File: src/rtl/serial_unpool.sv
// serial_unpool: parallel-to-serial converter.
// Takes an N-bit two's-complement word on a load strobe and sends it out
// LSB-first, one bit per clock, followed by EXT extension bits. A start-aligned
// fbit flag marks bit 0 and last marks bit L-1. One pending slot lets frames
// run back-to-back with no idle cycle between them.
module serial_unpool #(
  parameter int N   = 16,
  parameter int EXT = 16
) (
  input  logic         clk,
  input  logic         rst,
  input  logic         load,
  input  logic [N-1:0] x,
  input  logic         sext,
  output logic         ready,
  output logic         y,
  output logic         fbit,
  output logic         last,
  output logic         busy,
  output logic         ovf
);

  localparam int L  = N + EXT;
  localparam int CW = (L > 1) ? $clog2(L) : 1;
  localparam logic [CW-1:0] LAST_CNT = CW'(L - 1);

  typedef enum logic {IDLE, SHIFT} state_t;

  state_t         state_q, state_d;
  logic [N-1:0]   sr_q, sr_d;
  logic           e_q, e_d;
  logic [CW-1:0]  cnt_q, cnt_d;
  logic [N-1:0]   pw_q, pw_d;
  logic           ps_q, ps_d;
  logic           pv_q, pv_d;
  logic           y_q, y_d;
  logic           fbit_q, fbit_d;
  logic           last_q, last_d;
  logic           busy_q, busy_d;
  logic           ovf_q, ovf_d;

  // Next-state logic: frame sequencing, pending-slot handling and the output
  // bits that the next cycle will present.
  always_comb begin
    state_d = state_q;
    sr_d    = sr_q;
    e_d     = e_q;
    cnt_d   = cnt_q;
    pw_d    = pw_q;
    ps_d    = ps_q;
    pv_d    = pv_q;
    ovf_d   = 1'b0;

    case (state_q)
      IDLE: begin
        if (load) begin
          sr_d    = x;
          e_d     = sext & x[N-1];
          cnt_d   = '0;
          state_d = SHIFT;
        end
      end
      SHIFT: begin
        sr_d  = sr_q >> 1;
        cnt_d = cnt_q + CW'(1);
        if (cnt_q == LAST_CNT) begin
          cnt_d = '0;
          if (pv_q) begin
            // Queued word goes straight out; a load arriving now sees ready=0.
            sr_d  = pw_q;
            e_d   = ps_q & pw_q[N-1];
            pv_d  = 1'b0;
            ovf_d = load;
          end else if (load) begin
            sr_d = x;
            e_d  = sext & x[N-1];
          end else begin
            state_d = IDLE;
          end
        end else if (load) begin
          if (pv_q) begin
            ovf_d = 1'b1;
          end else begin
            pw_d = x;
            ps_d = sext;
            pv_d = 1'b1;
          end
        end
      end
      default: state_d = IDLE;
    endcase

    busy_d = (state_d == SHIFT);
    y_d    = busy_d & ((32'(cnt_d) < N) ? sr_d[0] : e_d);
    fbit_d = busy_d && (cnt_d == '0);
    last_d = busy_d && (cnt_d == LAST_CNT);
  end

  // State and output registers; reset aborts any frame and empties the slot.
  always_ff @(posedge clk or posedge rst) begin
    if (rst) begin
      state_q <= IDLE;
      sr_q    <= '0;
      e_q     <= 1'b0;
      cnt_q   <= '0;
      pw_q    <= '0;
      ps_q    <= 1'b0;
      pv_q    <= 1'b0;
      y_q     <= 1'b0;
      fbit_q  <= 1'b0;
      last_q  <= 1'b0;
      busy_q  <= 1'b0;
      ovf_q   <= 1'b0;
    end else begin
      state_q <= state_d;
      sr_q    <= sr_d;
      e_q     <= e_d;
      cnt_q   <= cnt_d;
      pw_q    <= pw_d;
      ps_q    <= ps_d;
      pv_q    <= pv_d;
      y_q     <= y_d;
      fbit_q  <= fbit_d;
      last_q  <= last_d;
      busy_q  <= busy_d;
      ovf_q   <= ovf_d;
    end
  end

  assign ready = ~pv_q;
  assign y     = y_q;
  assign fbit  = fbit_q;
  assign last  = last_q;
  assign busy  = busy_q;
  assign ovf   = ovf_q;

endmodule

File: config.mk
export PLATFORM = sky130hd
export DESIGN_NAME = serial_unpool
export DESIGN_NICKNAME = d
export VERILOG_FILES = /design/src/rtl/serial_unpool.sv
export SDC_FILE = /design/constraint.sdc
export NUM_CORES = 1
export LEC_CHECK = 0
export ABC_AREA = 1
export CAP_MARGIN = 20
export CORE_UTILIZATION = 56
export CTS_CLUSTER_DIAMETER = 100
export DETAILED_ROUTE_END_ITERATION = 6
export PLACE_DENSITY_LB_ADDON = 0.25
export SYNTH_ARGS = -nofsm -noshare
export SYNTH_HDL_FRONTEND = slang
export SYNTH_SLANG_ARGS = --single-unit
File: constraint.sdc
create_clock -name clk -period 2.24 [get_ports clk]
set_input_delay 0.672 -clock clk [delete_from_list [all_inputs] [get_ports clk]]
set_output_delay 0.672 -clock clk [all_outputs]
set_load 0.01 [all_outputs]
== Word level (Yosys, flattened, before mapping) ==
Index checks and enable logic that the tools add are counted.
Word-level totals
  bits in registers: 45
  input port bits: 20
  output and inout bits: 6
  logic and storage cells: 53
Operators by class
  add/sub/neg operators: 1
  magnitude comparators: 1
  eq/ne operators: 3
  mux-type cells: 24
  bitwise logic cells: 6
  reduce and logical (&&, ||, !) cells: 6
Operators by type and width (count)
  $mux W16: 4
  $pmux W16 S2: 1
  $mux W1: 14
  $eq A5 B5 Y1 const B: 2
  $mux W5: 2
  $pmux W5 S2: 1
  $add A5 B1 Y5 const B: 1
  $logic_not A5 Y1: 1
  $lt A5 B5 Y1 const B: 1
  $pmux W1 S2: 2
  $reduce_and A4 Y1: 1
  $and A1 B1 Y1: 3
  $not A1 Y1: 3
  $logic_and A1 B1 Y1: 2
  $ne A2 B2 Y1 const B: 1
  $reduce_and A2 Y1: 1
  $reduce_bool A2 Y1: 1

== Depth between registers and ports, before layout ==
  depth after elaboration: 7
  gate-level depth with buffers: 11
  depth with buffers taken out: 11

== Worst setup path after synthesis ==
No wires, ideal clock.
  path type: register to register
  from: register cnt_q[0]
  to: register ps_q
  arrival: 1.552 ns
  required time: 2.115 ns
  setup slack: 0.563 ns
  cell stages (with the launch flop): 11
  buffers on the path: 1
  period minus slack after synthesis: 1.677 ns
  cell sequence: dfrtp_1 > ha_1 > nand2_1 > nor2_1 > ha_1 > inv_1 > nand2_2 > inv_2 > nand2_2 > buf_6 > mux2_4
On the way
  cells in the longest elaborated chain, start to end: 3
RTL lines
  from (decl): RTL line 32  | logic [CW-1:0] cnt_q, cnt_d;
  from (signal assigned): RTL line 118  | cnt_q <= cnt_d;
  $eq A5 B5 Y1: RTL line 66  | if (cnt_q == LAST_CNT) begin
  $not A1 Y1 (no source line)
  $reduce_and A4 Y1 (no source line)
  to (signal assigned): RTL line 120  | ps_q <= ps_d;
  to (decl): RTL line 34  | logic ps_q, ps_d;
Every way passes these cells.
A chain may end at the register's enable or synchronous reset.

== Final worst setup path ==
  from: register cnt_q[0]
  to: register last_q, in the netlist last
On the way
  cells in the longest elaborated chain, start to end: 5
RTL lines
  $add A5 B1 Y5 or $eq A5 B5 Y1 (tied branches): RTL line 65, 66
  $mux W5 *: RTL line 66
  $pmux W5 S2 *: RTL line 54  | case (state_q)
  net cnt_d[3]: RTL line 32
  $eq A5 B5 Y1 *: RTL line 96  | last_d = busy_d && (cnt_d == LAST_CNT);
  $logic_and A1 B1 Y1 *: RTL line 96
  net last_d: RTL line 38  | logic last_q, last_d;
  to (signal assigned): RTL line 124  | last_q <= last_d;
  to (decl): RTL line 38
The timed path passes the listed nets; every way through them passes the cells marked *.

==> impl_results.md <==
- Tot GR Track Use: 0.279
- Most common cell after layout, fill and taps aside: nand2_1
- Combinational power share: 0.388
- Clock skew: between 0.01 and 0.015 ns
- Registers with the most flip-flops: pw_q (16), sr_q (16), cnt_q (5)
- GPL Wtd Cong: between 0.8 and 0.9
- Storage cell area: around 0.0011 mm2
- DIE AREA: 0.00455 mm2
- Largest area contributor in the netlist: dfrtp_1
- DRC: 0
- Root Buffer: clkbuf_8
- # Post-CTS Setup Buffers: 0
- Final TNS setup: 0 ns
- Yosys reg bits: 45
- Static leakage: 0.00137 uW
- Critical path type: reg2reg
- Crit path largest cell delay: ~0.42 ns
- FF-to-FF Start: cnt_q[0]$_DFF_PP0_
- Status: complete, no violations
- Total gr overflow: 0
- CTS clk-pin slew, worst paths: roughly 0.080 ns
- PortBufs: 25
- Final Cycle Share: 0.888
- Die width: between 60 and 70 um
- Share of layout cells above drive strength 1: 0.118
- # fillers: between 300 and 400
- Crit-path leading delay family: simple AND/OR/NAND/NOR gates
- CP required: between 2 and 2.5 ns
- Critical Path, Cell by Cell: ha_1 -> nand2_1 -> nor2_1 -> ha_1 -> inv_1 -> nand2_2 -> inv_2 -> nand2_1 -> o21ai_1 -> nand2_1 -> nor2_1
- Reg2Reg Setup Slack: between 0.2 and 0.25 ns
- Final Hold Viols: 0
- DR vias/cell: roughly 5.5
- DP HPWL: ~3700 um
- Clock power share: 0.166
- RR Endpoint: last$_DFF_PP0_
- # Max-Cap Violations: 0
- Internal power: 1910 uW
- Multi-input logic area: around 0.0011 mm2
- First-pass GRT wire length: 9230 um
- Switching Power: 1100 uW
- Max IR drop VDD: 0.561 mV
- Core region area: between 0.004 and 0.005 mm2
- Worst setup margin: 0.250 ns
- WP buf/inv: 2
- Pre-Repair DR Iteration Count: 4
- Post-Syn Area: 0.00240 mm2
- CTS Buffer Depth: 2
- Vias: between 1500 and 2000
- Die Ht: a little under 70 um
- Final min period: between 1.5 and 2 ns
- Post-DRT Antenna Nets: 0
- Starting density of the core: 0.591
- Worst-Skew Late Latency: slightly above 0.3 ns
- Pre-CTS WS: approximately 0.057 ns
- CP startpoint kind: flip-flop
- # resized after CTS: 0
- Mean post-synth cell area: 8.39 um2
- Cells after synthesis: between 200 and 300
- Vias in the first global route: roughly 2000
- CTS Buf Count: 5
- H-tree depth: 2
- Number of diodes: 0
- Most frequent cells in the layout: 83 x nand2_1, 45 x dfrtp_1, 26 x o21ai_0
- Max Freq: 0.502 GHz
- Initial drt markers: 120
- Nets@finish: around 340
- Wirelength, routed: approximately 5400 um
- Setup violations, final: 0
- # clock sinks: 45
- RSZ-0062 raised after global routing: no
- Worst slew pin tran: 0.537 ns
- Post-synth cell types: 23
- Crit path arrival time: approximately 2.2 ns
- Layout Area Growth over Synthesis: 16.3%
- Post-Syn Nets: 309
- Hold endpoint: sr_q[3]$_DFFE_PP0P_
- Register area share after synthesis: 0.469
- Sw Share: 0.365
- # hold bufs at CTS: 0
- Slew Limit Headroom: 0.640
- Hold Crit Class: reg2reg
- I/O pins: 26
- Area contributors post-synth: dfrtp_1 47%, nand2_1 13%, mux2_4 6.9%
- Worst Hold Depth: 2
- Final Slew Violations: 0
- Most used cell along the critical path: nand2_1
- DR WL/cell: ~15 um
- Setup crit end kind: flip-flop
- Largest net degree at the start of global routing: 34
- PwrDens: 1080 mW/mm2
- Synth top area share: 0.469
- R2R cell count: 11
- Hold Path Origin: sr_q[4]$_DFFE_PP0P_
- Crit-path max FO: 13
- Ys Warns: 0
- Critical path's slowest cell: dfrtp_1
- TritonCTS clock tree: yes
- Flop pwr share: 0.446
- Std-Cell Rows: 23
- Initial antenna violation count: 0
[metal layers]
metal	vias up	track usage	wire length [um]
li1	994	-	-
met1	936	0.375	2520
met2	52	0.432	2540
met3	9	0.0642	260
met4	0	0.109	98
met5	-	0	0
[Yosys cell counts]
library cell / count
o21ai_0: 26
and2_1: 1
ha_1: 3
nand2_1: 83
o211ai_1: 10
a22oi_1: 7
dfrtp_1: 45
inv_1: 22
buf_4: 1
nor2b_1: 1
clkinv_1: 2
a21oi_1: 10
inv_2: 3
nor2_4: 2
clkbuf_1: 1
nor2_1: 17
mux2_2: 1
nand2_2: 3
o21ai_1: 3
mux2_4: 11
buf_2: 8
nand3_1: 22
buf_6: 4
[worst min-delay path, cell delays in order, from the launching register on]
cell and delay (ns):
dfrtp_1 0.35, nand2_1 0.05, nand3_1 0.07
[power by group through the flow]
| stage | combinational [uW] | clock (uW) | sequential, uW |
|---|---|---|---|
| 3_3_place_gp | 1130 | 0 | 1340 |
| 5_1_grt | 1340 | 544 | 1370 |
| 4_1_cts | 1170 | 505 | 1340 |
| 2_1_floorplan | 883 | 0 | 1300 |
| 3_5_place_dp | 1170 | 0 | 1350 |
| 6_report | 1170 | 499 | 1340 |
[cell families (layout without fill, tap and decap cells)]
kind of cell / count (synthesis) / count (layout) / share of synthesized area
mux: 12 / 12 / 0.0735
flops: 45 / 45 / 0.469
simple gates: 129 / 129 / 0.225
compound gates: 56 / 56 / 0.135
buf+inv: 41 / 69 / 0.0824
fa+ha+maj: 3 / 3 / 0.0156
[through the flow]
| step | hold slack (ns) | utilization | power, uW | instances | instance area, um2 |
|---|---|---|---|---|---|
| after global routing | 0.525 | 0.688 | 3250 | 364 | 2790 |
| after global placement | 0.480 | 0.668 | 2470 | 356 | 2710 |
| after detailed placement | 0.481 | 0.668 | 2520 | 356 | 2710 |
| after floorplan | 0.457 | - | 2190 | 286 | 2400 |
| after CTS | 0.500 | 0.688 | 3020 | 364 | 2790 |
| final | 0.497 | 0.688 | 3010 | 364 | 2790 |
[worst max path at each step]
stage / end / slack (ns) / depth (start not counted) / from
detailed placement: last$_DFF_PP0_ / 0.06 / 8 / load
global placement: last$_DFF_PP0_ / 0.11 / 8 / load
global route: last$_DFF_PP0_ / 0.03 / 11 / cnt_q[0]$_DFF_PP0_
floorplan: busy$_DFF_PP0_ / 0.51 / 1 / rst
finish: last$_DFF_PP0_ / 0.25 / 11 / cnt_q[0]$_DFF_PP0_
CTS: last$_DFF_PP0_ / 0.24 / 11 / cnt_q[0]$_DFF_PP0_
[layout make-up]
class,count,area share
Clock buffer,6,0.0260
Clock inverter,2,0.00359
Tap cell,50,0.0224
Inverter,27,0.0363
Timing Repair Buffer,34,0.123
Multi-Input combinational cell,200,0.385
Sequential cell,45,0.403
No activity file was read; power rests on OpenSTA's default activity.
